<file path="src/rtl/enum_typedefs_pkg.sv">
// Shared FP component types: rounding modes, iterative-multiplier states,
// status bit positions and the canonical quiet NaN pattern.
package enum_typedefs_pkg;

  typedef enum logic [2:0] {
    RND_RNE = 3'd0,
    RND_RTZ = 3'd1,
    RND_RUP = 3'd2,
    RND_RDN = 3'd3,
    RND_RNA = 3'd4,
    RND_RAW = 3'd5
  } round_t;

  typedef enum logic [1:0] {
    S_IDLE,
    S_MULT,
    S_RND,
    S_DONE
  } fp_mult_state_t;

  localparam int unsigned STAT_ZERO    = 0;
  localparam int unsigned STAT_INF     = 1;
  localparam int unsigned STAT_NAN     = 2;
  localparam int unsigned STAT_TINY    = 3;
  localparam int unsigned STAT_HUGE    = 4;
  localparam int unsigned STAT_INEXACT = 5;

  // {0, all-ones exponent, fraction MSB set}; caller slices the low bits it needs.
  function automatic logic [63:0] fp_canonical_nan(input int unsigned sw, input int unsigned ew);
    logic [63:0] v;
    v = '0;
    v[sw-1] = 1'b1;
    for (int unsigned i = 0; i < ew; i++) v[sw+i] = 1'b1;
    return v;
  endfunction

endpackage

</file>
<file path="src/rtl/mant_mult_iter.sv">
// Shift-add mantissa multiplier retiring radix_bits multiplier bits per cycle.
// The accumulator shifts right each cycle so only a width+radix_bits adder is needed.
module mant_mult_iter
  import enum_typedefs_pkg::*;
#(
  parameter int unsigned width      = 24,
  parameter int unsigned radix_bits = 2
) (
  input  logic                 clk,
  input  logic                 resetn,
  input  logic                 start,
  input  logic [width-1:0]     in1,
  input  logic [width-1:0]     in2,
  output logic                 busy,
  output logic                 done,
  output logic [2*width-1:0]   res
);
  localparam int unsigned N  = (width + radix_bits - 1) / radix_bits;
  localparam int unsigned BW = N * radix_bits;
  localparam int unsigned AW = width + BW;
  localparam int unsigned CW = $clog2(N + 1);

  logic [width-1:0]            r_ma;
  logic [BW-1:0]               r_mb;
  logic [AW-1:0]               r_acc;
  logic [CW-1:0]               r_cnt;
  logic                        r_busy;
  logic [width+radix_bits-1:0] w_part;
  logic [width+radix_bits-1:0] w_sum;

  assign w_part = {{radix_bits{1'b0}}, r_ma} * {{width{1'b0}}, r_mb[radix_bits-1:0]};
  assign w_sum  = {{radix_bits{1'b0}}, r_acc[AW-1:BW]} + w_part;

  assign busy = r_busy;
  assign done = r_busy && (r_cnt == CW'(N - 1));
  assign res  = r_acc[2*width-1:0];

  always_ff @(posedge clk or negedge resetn) begin
    if (!resetn) begin
      r_ma   <= '0;
      r_mb   <= '0;
      r_acc  <= '0;
      r_cnt  <= '0;
      r_busy <= 1'b0;
    end else if (start) begin
      r_ma   <= in1;
      r_mb   <= BW'(in2);
      r_acc  <= '0;
      r_cnt  <= '0;
      r_busy <= 1'b1;
    end else if (r_busy) begin
      // new partial sum lands in the top; retired low bits slide down
      r_acc <= {w_sum, r_acc[BW-1:radix_bits]};
      r_mb  <= r_mb >> radix_bits;
      r_cnt <= r_cnt + 1'b1;
      if (done) r_busy <= 1'b0;
    end
  end

endmodule

</file>
<file path="src/rtl/fp_mult_iter.sv">
// Iterative IEEE-754 multiplier: valid/ready in and out, tag pass-through,
// per-operation rounding mode; special operands skip the mantissa iteration.
module fp_mult_iter
  import enum_typedefs_pkg::*;
#(
  parameter int unsigned sig_width  = 23,
  parameter int unsigned ex_width   = 8,
  parameter int unsigned radix_bits = 2,
  parameter int unsigned tag_width  = 4
) (
  input  logic                          clk,
  input  logic                          resetn,
  input  logic                          in_valid,
  output logic                          in_ready,
  input  logic [sig_width+ex_width:0]   a,
  input  logic [sig_width+ex_width:0]   b,
  input  logic [2:0]                    round,
  input  logic [tag_width-1:0]          tag_in,
  output logic                          out_valid,
  input  logic                          out_ready,
  output logic [sig_width+ex_width:0]   z,
  output logic [7:0]                    status,
  output logic [tag_width-1:0]          tag_out
);
  localparam int unsigned W   = sig_width + ex_width + 1;
  localparam int unsigned MW  = sig_width + 1;
  localparam int unsigned PW  = 2 * MW;
  localparam int unsigned EW2 = ex_width + 2;
  localparam logic [EW2-1:0]        BIAS  = EW2'((2 ** (ex_width - 1)) - 1);
  localparam logic signed [EW2-1:0] EMAX  = {2'b00, {ex_width{1'b1}}};
  localparam logic [63:0]           NAN64 = fp_canonical_nan(sig_width, ex_width);
  localparam logic [W-1:0]          QNAN  = NAN64[W-1:0];

  fp_mult_state_t r_state, w_next;

  logic [ex_width-1:0]  w_ea, w_eb;
  logic [sig_width-1:0] w_fa, w_fb;
  logic w_a_zero, w_b_zero, w_a_emax, w_b_emax;
  logic w_a_inf, w_b_inf, w_a_nan, w_b_nan;
  logic w_in_special, w_sp_nan, w_sp_inf, w_accept, w_mm_start;
  logic [EW2-1:0] w_exp_sum;

  logic                   r_sign, r_special, r_sp_nan, r_sp_inf;
  logic signed [EW2-1:0]  r_exp;
  logic [2:0]             r_round;
  logic [tag_width-1:0]   r_tag;
  logic [W-1:0]           r_z;
  logic [7:0]             r_status;
  logic [tag_width-1:0]   r_tag_out;

  logic                   w_mm_busy, w_mm_done;
  logic [PW-1:0]          w_prod;
  logic                   w_msb, w_guard, w_sticky, w_inc, w_carry, w_ovf_inf;
  logic [sig_width-1:0]   w_frac;
  logic [sig_width:0]     w_frac_r;
  logic signed [EW2-1:0]  w_exp_f;
  logic                   w_ovf, w_unf;
  logic [W-1:0]           w_z;
  logic [7:0]             w_st;

  assign w_ea = a[W-2 -: ex_width];
  assign w_eb = b[W-2 -: ex_width];
  assign w_fa = a[sig_width-1:0];
  assign w_fb = b[sig_width-1:0];
  assign w_a_zero = (w_ea == '0);
  assign w_b_zero = (w_eb == '0);
  assign w_a_emax = &w_ea;
  assign w_b_emax = &w_eb;
  assign w_a_nan  = w_a_emax & (|w_fa);
  assign w_b_nan  = w_b_emax & (|w_fb);
  assign w_a_inf  = w_a_emax & ~(|w_fa);
  assign w_b_inf  = w_b_emax & ~(|w_fb);
  assign w_in_special = w_a_zero | w_b_zero | w_a_emax | w_b_emax;
  assign w_sp_nan = w_a_nan | w_b_nan | (w_a_inf & w_b_zero) | (w_a_zero & w_b_inf);
  assign w_sp_inf = w_a_inf | w_b_inf;
  assign w_exp_sum = {2'b00, w_ea} + {2'b00, w_eb} - BIAS;

  assign in_ready   = (r_state == S_IDLE);
  assign out_valid  = (r_state == S_DONE);
  assign w_accept   = in_valid & in_ready;
  assign w_mm_start = w_accept & ~w_in_special;

  mant_mult_iter #(.width(MW), .radix_bits(radix_bits)) u_mant (
    .clk    (clk),
    .resetn (resetn),
    .start  (w_mm_start),
    .in1    ({1'b1, w_fa}),
    .in2    ({1'b1, w_fb}),
    .busy   (w_mm_busy),
    .done   (w_mm_done),
    .res    (w_prod)
  );

  always_ff @(posedge clk or negedge resetn) begin
    if (!resetn) r_state <= S_IDLE;
    else         r_state <= w_next;
  end

  always_comb begin
    w_next = r_state;
    case (r_state)
      S_IDLE: if (in_valid) w_next = w_in_special ? S_RND : S_MULT;
      S_MULT: if (w_mm_done || !w_mm_busy) w_next = S_RND;
      S_RND:  w_next = S_DONE;
      S_DONE: if (out_ready) w_next = S_IDLE;
      default: w_next = S_IDLE;
    endcase
  end

  // Product lies in [1,4): pick the fraction window according to the MSB.
  assign w_msb = w_prod[PW-1];

  always_comb begin
    if (w_msb) begin
      w_frac   = w_prod[PW-2 -: sig_width];
      w_guard  = w_prod[sig_width];
      w_sticky = |w_prod[sig_width-1:0];
    end else begin
      w_frac   = w_prod[PW-3 -: sig_width];
      w_guard  = w_prod[sig_width-1];
      w_sticky = |w_prod[sig_width-2:0];
    end
  end

  always_comb begin
    w_inc     = 1'b0;
    w_ovf_inf = 1'b1;
    case (r_round)
      RND_RTZ: begin w_inc = 1'b0;                           w_ovf_inf = 1'b0;    end
      RND_RUP: begin w_inc = (w_guard | w_sticky) & ~r_sign; w_ovf_inf = ~r_sign; end
      RND_RDN: begin w_inc = (w_guard | w_sticky) & r_sign;  w_ovf_inf = r_sign;  end
      RND_RNA: w_inc = w_guard;
      RND_RAW: w_inc = w_guard | w_sticky;
      default: w_inc = w_guard & (w_sticky | w_frac[0]);
    endcase
  end

  assign w_frac_r = {1'b0, w_frac} + {{sig_width{1'b0}}, w_inc};
  assign w_carry  = w_frac_r[sig_width];
  assign w_exp_f  = r_exp + EW2'(w_msb) + EW2'(w_carry);
  assign w_ovf    = (w_exp_f >= EMAX);
  assign w_unf    = w_exp_f[EW2-1] || (w_exp_f == '0);

  always_comb begin
    w_z  = '0;
    w_st = '0;
    if (r_special) begin
      if (r_sp_nan) begin
        w_z = QNAN;
        w_st[STAT_NAN] = 1'b1;
      end else if (r_sp_inf) begin
        w_z = {r_sign, {ex_width{1'b1}}, {sig_width{1'b0}}};
        w_st[STAT_INF] = 1'b1;
      end else begin
        w_z = {r_sign, {(W-1){1'b0}}};
        w_st[STAT_ZERO] = 1'b1;
      end
    end else if (w_ovf) begin
      w_st[STAT_HUGE]    = 1'b1;
      w_st[STAT_INEXACT] = 1'b1;
      if (w_ovf_inf) begin
        w_z = {r_sign, {ex_width{1'b1}}, {sig_width{1'b0}}};
        w_st[STAT_INF] = 1'b1;
      end else begin
        w_z = {r_sign, {(ex_width-1){1'b1}}, 1'b0, {sig_width{1'b1}}};
      end
    end else if (w_unf) begin
      w_z = {r_sign, {(W-1){1'b0}}};
      w_st[STAT_TINY]    = 1'b1;
      w_st[STAT_ZERO]    = 1'b1;
      w_st[STAT_INEXACT] = 1'b1;
    end else begin
      w_z = {r_sign, w_exp_f[ex_width-1:0], w_frac_r[sig_width-1:0]};
      w_st[STAT_INEXACT] = w_guard | w_sticky;
    end
  end

  always_ff @(posedge clk or negedge resetn) begin
    if (!resetn) begin
      r_sign    <= 1'b0;
      r_special <= 1'b0;
      r_sp_nan  <= 1'b0;
      r_sp_inf  <= 1'b0;
      r_exp     <= '0;
      r_round   <= '0;
      r_tag     <= '0;
      r_z       <= '0;
      r_status  <= '0;
      r_tag_out <= '0;
    end else begin
      if (w_accept) begin
        r_sign    <= a[W-1] ^ b[W-1];
        r_special <= w_in_special;
        r_sp_nan  <= w_sp_nan;
        r_sp_inf  <= w_sp_inf;
        r_exp     <= w_exp_sum;
        r_round   <= round;
        r_tag     <= tag_in;
      end
      if (r_state == S_RND) begin
        r_z       <= w_z;
        r_status  <= w_st;
        r_tag_out <= r_tag;
      end
    end
  end

  assign z       = r_z;
  assign status  = r_status;
  assign tag_out = r_tag_out;

endmodule

</file>
<file path="config.mk">
export PLATFORM = sky130hd
export DESIGN_NAME = fp_mult_iter
export DESIGN_NICKNAME = d
export VERILOG_FILES = /design/src/rtl/enum_typedefs_pkg.sv /design/src/rtl/mant_mult_iter.sv /design/src/rtl/fp_mult_iter.sv
export SDC_FILE = /design/constraint.sdc
export NUM_CORES = 1
export LEC_CHECK = 0
export ABC_AREA = 1
export ABC_CLOCK_PERIOD_IN_PS = 5550
export BUFFER_PORTS_ARGS = -buffer_cell sky130_fd_sc_hd__buf_2
export CAP_MARGIN = 10
export CORE_MARGIN = 2
export CORE_UTILIZATION = 60
export DETAILED_ROUTE_END_ITERATION = 12
export PLACE_DENSITY = 0.81
export SKIP_CTS_REPAIR_TIMING = 1
export SYNTH_ARGS = -nofsm -noshare
export SYNTH_HDL_FRONTEND = slang
export SYNTH_SLANG_ARGS = --single-unit
</file>
<file path="constraint.sdc">
create_clock -name clk -period 5.55 [get_ports clk]
set_input_delay 1.665 -clock clk [delete_from_list [all_inputs] [get_ports clk]]
set_output_delay 1.665 -clock clk [all_outputs]
set_load 0.03 [all_outputs]
</file>
==> results of run 1 <==
-- stage by stage --
step	worst slack, ps	std cells
2_1_floorplan	1660	1613
3_3_place_gp	1230	1920
3_5_place_dp	1080	1920
4_1_cts	1040	1952
5_1_grt	341	1952
6_report	1060	1952
-- worst max-delay path: stages, from the launching register on --
cell,delay [ps]
dfrtp_1,390
inv_1,120
o211ai_1,100
a21oi_1,170
a31oi_1,60
nor2_1,110
a21oi_1,40
o21ai_0,80
ha_1,320
inv_1,100
nor2_1,230
nand3_1,140
nor2_1,110
nand3_1,90
nor3_1,250
fa_1,320
ha_1,220
nand2_1,100
nor2_2,150
nand2_1,60
nand2_1,80
inv_1,50
nor2_1,100
nand3_2,120
nand2_1,430
nand2_1,140
nand2_1,180
o21ai_0,110
-- final cells by class --
cell class,count,area (µm²),area share
clock inverter,15,183,0.0145
tap,234,293,0.0233
sequential,166,4150,0.330
multi-input combinational,1195,6100,0.485
timing repair buffer,128,684,0.0544
clock buffer,17,425,0.0338
inverter,197,739,0.0588
-- path summary, 6_finish.rpt --
| kind | cells past startpoint | end | slack, ps | start |
|---|---|---|---|---|
| worst max-delay path | 27 | z[25] | 1060 | r_round[2] |
| worst min-delay path | 2 | tag_out[0] | 470 | tag_out[0] |
| worst max register to register | 27 | z[25] | 1060 | r_round[2] |
| worst min register to register | 2 | tag_out[0] | 470 | tag_out[0] |
| max in group asynchronous | 2 | u_mant.r_ma[23] | 3380 | resetn |
| min in group asynchronous | 1 | z[6] | 1270 | resetn |
-- state kept, by name, indices dropped and copies added (netlist names), 6 cells and up --
signal / cells
u_mant.r_mb: 24
status: 6
u_mant.r_ma: 24
z: 32
u_mant.res: 48
r_exp: 10
-- logic make-up after synthesis --
family                   synth area share
flip-flops                          0.369
AND/OR/NAND/NOR                     0.322
buffers and inverters              0.0901
XOR/XNOR                           0.0131
other                            0.000333
AO/OA/AOI/OAI                       0.106
adder cells (fa/ha/maj)            0.0995
-- cell usage after synthesis (4+ instances only) --
cell type and n:
nand2_1 601, o211ai_1 6, dfrtp_1 166, a21oi_1 39, o21a_1 4, xor2_1 10, o21ai_0 106, o21bai_1 8
nor4_1 7, fa_1 26, nand4_1 21, nor2_2 6, ha_1 48, nand3_1 99, o22ai_1 33, inv_1 192
buf_4 5, xnor2_1 5, nor2_1 131, a21o_1 5, nor3_1 13, buf_2 16, clkbuf_1 29
-- where the power goes --
part           total [µW]  internal (µW)  leakage [µW]  switching [µW]
Sequential           2150           1750       0.00211             398
Combinational        4390           1410       0.00430            2980
Clock                1200            611      0.000291             585
Total                7740           3770       0.00670            3960
-- routing by layer --
| layer | GRT usage | vias to the layer above |
|---|---|---|
| li1 | - | 5328 |
| met1 | 0.423 | 4865 |
| met2 | 0.464 | 279 |
| met3 | 0.0425 | 41 |
| met4 | 0.0695 | 0 |
| met5 | 0 | - |
==> metrics.md, run 1 <==
| Metric | Value |
|---|---|
| First-pass iteration count of the detailed router | `5` |
| Residual DRC | `0` |
| Initial antenna violation count | `0` |
| Maxcap violations | `0` |
| Routed met2 length | `approximately 13 mm` |
| Pwr dens | `615 nW/µm²` |
| CTS root buf | `clkbuf_16` |
| Drt initial violations | `685` |
| Overall power | `between 7000 and 8000 µW` |
| Status | `complete, no violations` |
| Drt total wl | `27.7 mm` |
| TNS Setup | `0 ps` |
| Maximum clock path buffer count | `2` |
| Synth Area per Inst | `6.99 µm²` |
| Fin area | `12600 µm²` |
| Worst Setup End Kind | `register` |
| Slew headroom | `0.338` |
| Top FF cell, synth | `dfrtp_1` |
| Filler Cell Count | `approximately 1700` |
| Placement Cell Area | `between 10000 and 15000 µm²` |
| Routed met1 length | `around 13 mm` |
| Final Wtd Congestion | `0.955` |
| Sequential cell area fraction in the yosys report | `0.369` |
| CTS Sinks | `166` |
| Clock latency on the worst-skew pair | `roughly 440 ps` |
| Final ANT Viol Nets | `0` |
| Gate Count Post-Synth | `roughly 1600` |
| Synthesized area | `approximately 11000 µm²` |
| Final hold slack | `roughly 470 ps` |
| Final period util | `0.808` |
| Util after Layout | `0.677` |
| Hold Crit Class | `register to register` |
| WL met3 | `roughly 1.3 mm` |
| Setup repair after global routing missed its margin | `false` |
| Vias in the first global route | `approximately 9700` |
| Max VDD drop | `a little under 0.0004 V` |
| Yosys top cell area share | `0.369` |
| Starting Density | `0.607` |
| Cell variety after synth | `46` |
| Post-DP HPWL | `around 21 mm` |
| Worst Setup Path Type | `register to register` |
| Clock Pin Slew Worst Setup and Hold Paths | `roughly 80 ps` |
| Ranking of synthesized cells by area | `dfrtp_1 (37%), nand2_1 (20%), inv_1 (6.4%)` |
| WL/cell | `approximately 14 µm` |
| Slew Viols, Final | `0` |
| Ant. Diodes | `0` |
| Num CTS Buffers | `17` |
| Nets@finish | `~1900` |
| Peak Freq | `0.223 GHz` |
| Number of synthesized flops with an enable pin | `0` |
| Async S/R FF share, synth | `1.00` |
| Max Used Layer | `met4` |
| CTS tree | `done` |
| I/O pins | `around 120` |
| Largest net degree at the start of global routing | `87` |
| Die ar. | `around 20000 µm²` |
| Slew @ Worst Pin | `991 ps` |
| Fin crit period | `roughly 4500 ps` |
| Die width | `~140 µm` |
| Area of the core region | `~19000 µm²` |
| Area Growth Syn to Fin | `11.6%` |
| Post-synthesis register bit count | `~170` |
| Leak | `~0.0067 µW` |
| Total GRT Usage | `0.291` |
| Critical path data required time | `between 5000 and 6000 ps` |
| Layout Skew | `16.8 ps` |
| Die Y | `about 140 µm` |
| PortBufs | `~120` |
| Gr ovfl total | `0` |
| CP startpoint kind | `register` |
| Worst Path Arrival | `4810 ps` |
| Core Rows | `50` |
| Leading cell type in the layout, fill and taps excluded | `nand2_1` |
| Synth warn | `0` |
| First-pass GRT wire length | `~47 mm` |
| Via count | `approximately 11000` |
| Hold Violations, Final | `0` |
| Synth area leader | `dfrtp_1` |
| Drt via density | `approximately 5.4` |
| H-tree levels | `4` |
| Most frequent cells in the layout | `nand2_1 (601), inv_1 (192), dfrtp_1 (166)` |
| Layout cells sized above 1 | `0.105` |
| Setup violators final | `0` |
| CP Max Fanout | `22` |
Power figures use the tool's default switching activity.
==> run 2: changes to the inputs <==
Settings changed: ABC_CLOCK_PERIOD_IN_PS 5550 to 3600, CORE_UTILIZATION 60 to 54, PLACE_DENSITY 0.81 to 0.77.
Clock period 5.55 ns to 3.6 ns, I/O delays scaled along.
==> run 2 against run 1 <==
The run now ends with setup timing left. Hold slack improved by 3.3 ps. Global-route usage decreased by 1.4 points. Sequential power increased by 52%. Critical path depth decreased by 2. First-iteration DRC count decreased by 4.5%. Cell area increased by 7.5%. Clock power increased by 54%. Non-clock buffer count increased by 68. Combinational power increased by 78%. Worst setup slack got worse by 1200 ps. Critical path type unchanged. Highest routed layer unchanged.
==> metrics.md, run 2 (synthesis gave the netlist of run 1 again) <==
| Metric | Value |
|---|---|
| Post-DP HPWL | `22.9 mm (+7.3%)` |
| Hold Crit Class | `register to register` |
| Die ar. | `22000 µm² (+11%)` |
| Worst Slack Setup Final | `-150 ps (-1210 ps)` |
| Critical path's largest stage delay | `460 ps (+30 ps)` |
| Slowest stage cell on the critical path | `dfrtp_1` |
| Levels on crit path | `25 (-7.4%)` |
| Drt via density | `5.34 (-0.78%)` |
| Pwr dens | `956 nW/µm² (+56%)` |
| Max reg flops | `48 (unchanged)` |
| Fin cells | `2058 (+5.4%)` |
| Leading cell type in the layout, fill and taps excluded | `nand2_1` |
| # placed instances | `2016 (+5.0%)` |
| First-pass GRT wire length | `49.4 mm (+5.5%)` |
| CTS Sinks | `166 (unchanged)` |
| CTS root buf | `clkbuf_16` |
| Failing checks | `setup timing` |
| Ant. Diodes | `0 (unchanged)` |
| Starting Density | `0.553 (-0.0531)` |
| CP dominant cell by count | `nor2_4` |
| Setup violators final | `33 (+33)` |
| Drt total wl | `30.2 mm (+9.0%)` |
| Area Growth Syn to Fin | `20.0%` |
| Die width | `148 µm (+5.3%)` |
| Leak | `0.00710 µW (+5.9%)` |
| Worst slack, placed | `-178 ps (-1260 ps)` |
| PortBufs | `118 (unchanged)` |
| Vias in the first global route | `10201 (+5.2%)` |
| Initial antenna violation count | `0 (unchanged)` |
| First-pass iteration count of the detailed router | `5 (unchanged)` |
| Max Used Layer | `met4` |
| Clock Pin Slew Worst Setup and Hold Paths | `70 ps (about the same)` |
| Final period util | `1.04 (+0.233)` |
| R2R setup slack | `-150 ps (-1210 ps)` |
| Clock latency on the worst-skew pair | `430 ps (about the same)` |
| Critical path data required time | `3920 ps (-1950 ps)` |
| Hold Violations, Final | `0 (unchanged)` |
| Die Y | `148 µm (+5.3%)` |
| Residual DRC | `0 (unchanged)` |
| Gr ovfl total | `0 (unchanged)` |
| Total GRT Usage | `0.276 (-0.0145)` |
| CP Max Fanout | `6 (-73%)` |
| Area of the core region | `20400 µm² (+9.6%)` |
| Layout Skew | `13.3 ps (-3.49 ps)` |
| TNS Setup | `-3060 ps (-3060 ps)` |
| Worst Setup Path Type | `register to register` |
| Setup repair after global routing missed its margin | `true` |
| Slew @ Worst Pin | `1000 ps (+10.3 ps)` |
| Num CTS Buffers | `17 (unchanged)` |
| Max VDD drop | `0.000425 V (+10%)` |
| Reg2Reg Depth | `25 (-7.4%)` |
| I/O pins | `121 (unchanged)` |
| Drt initial violations | `654 (-4.5%)` |
| Layout cells sized above 1 | `0.176 (+0.0714)` |
| Routed met2 length | `14.2 mm (+13%)` |
| Nets@finish | `1925 (+3.8%)` |
| Filler Cell Count | `1820 (+8.0%)` |
| Worst Setup End Kind | `register` |
| Final ANT Viol Nets | `0 (unchanged)` |
| Reg-to-reg startpoint | `r_round[0]` |
| Most frequent cells in the layout | `nand2_1 (589), inv_1 (183), dfrtp_1 (165)` |
| RR Endpoint | `z[29]` |
| Slew headroom | `0.331 (-0.00685)` |
| Hold Crit Depth | `2 (unchanged)` |
| CP startpoint kind | `register` |
| Status | `complete, but fails checks` |
| Final Wtd Congestion | `0.910 (-4.8%)` |
| Maximum clock path buffer count | `2 (unchanged)` |
| Slew Viols, Final | `0 (unchanged)` |
| Worst hold start | `tag_out[0]` |
| Via count | `10997 (+4.6%)` |
| Worst hold endpoint | `tag_out[0]` |
| Routed met1 length | `14.0 mm (+5.0%)` |
| Core Rows | `52 (+4.0%)` |
| Worst Path Buf+Inv | `3 (unchanged)` |
| Crit path max-delay family | `simple AND/OR/NAND/NOR gates` |
| Maxcap violations | `0 (unchanged)` |
| WL met3 | `1.48 mm (+12%)` |
| Largest net degree at the start of global routing | `57 (-34%)` |
| Util after Layout | `0.664 (-0.0128)` |
| WL/cell | `14.7 µm (+3.4%)` |
| Peak Freq | `0.267 GHz (+20%)` |
| CTS tree | `done` |
| Worst Path Arrival | `4070 ps (-740 ps)` |
| H-tree levels | `4 (unchanged)` |
| Fin crit period | `3750 ps (-736 ps)` |
[run 2: metal layers]
| metal | track usage | vias up |
|---|---|---|
| li1 | - | 5466 |
| met1 | 0.397 | 5181 |
| met2 | 0.444 | 314 |
| met3 | 0.0426 | 36 |
| met4 | 0.0667 | 0 |
| met5 | 0 | - |
[run 2: report_power, final]
group	total, µW	switching (µW)	internal [µW]
Sequential	3270	568	2700
Clock	1850	850	1000
Combinational	7810	5090	2720
[run 2: per-stage QoR]
stage / hold WS (ps) / area [µm²] / power (µW)
after floorplan: 442 / 11400 / 8390
after global placement: 449 / 12600 / 10400
after detailed placement: 453 / 12600 / 10500
after CTS: 470 / 13200 / 12400
after global routing: 491 / 13500 / 14100
final: 470 / 13500 / 12900
[run 2: how the worst max path moves through the flow]
stage | to | from | slack, ps
after floorplan | z[22] | u_mant.res[47] | -40
after global placement | z[14] | u_mant.res[8] | -30
after detailed placement | z[12] | u_mant.res[13] | -180
after CTS | z[12] | u_mant.res[13] | -250
after global routing | z[16] | r_sign | -470
final | z[29] | r_round[0] | -150
[run 2: layout make-up]
class | instances | area, µm² | share of cell area
multi-input cells | 1198 | 6430 | 0.476
flip-flops and latches | 166 | 4160 | 0.307
repair buffers | 196 | 1270 | 0.0936
inverters | 197 | 744 | 0.0550
clock buffers | 18 | 439 | 0.0325
well taps | 270 | 338 | 0.0250
clock inverters | 13 | 153 | 0.0113
[run 2: tightest hold or removal path: stages (launching register included)]
cell,delay (ps)
dfrtp_1,340
nand2_1,50
nand2_1,40
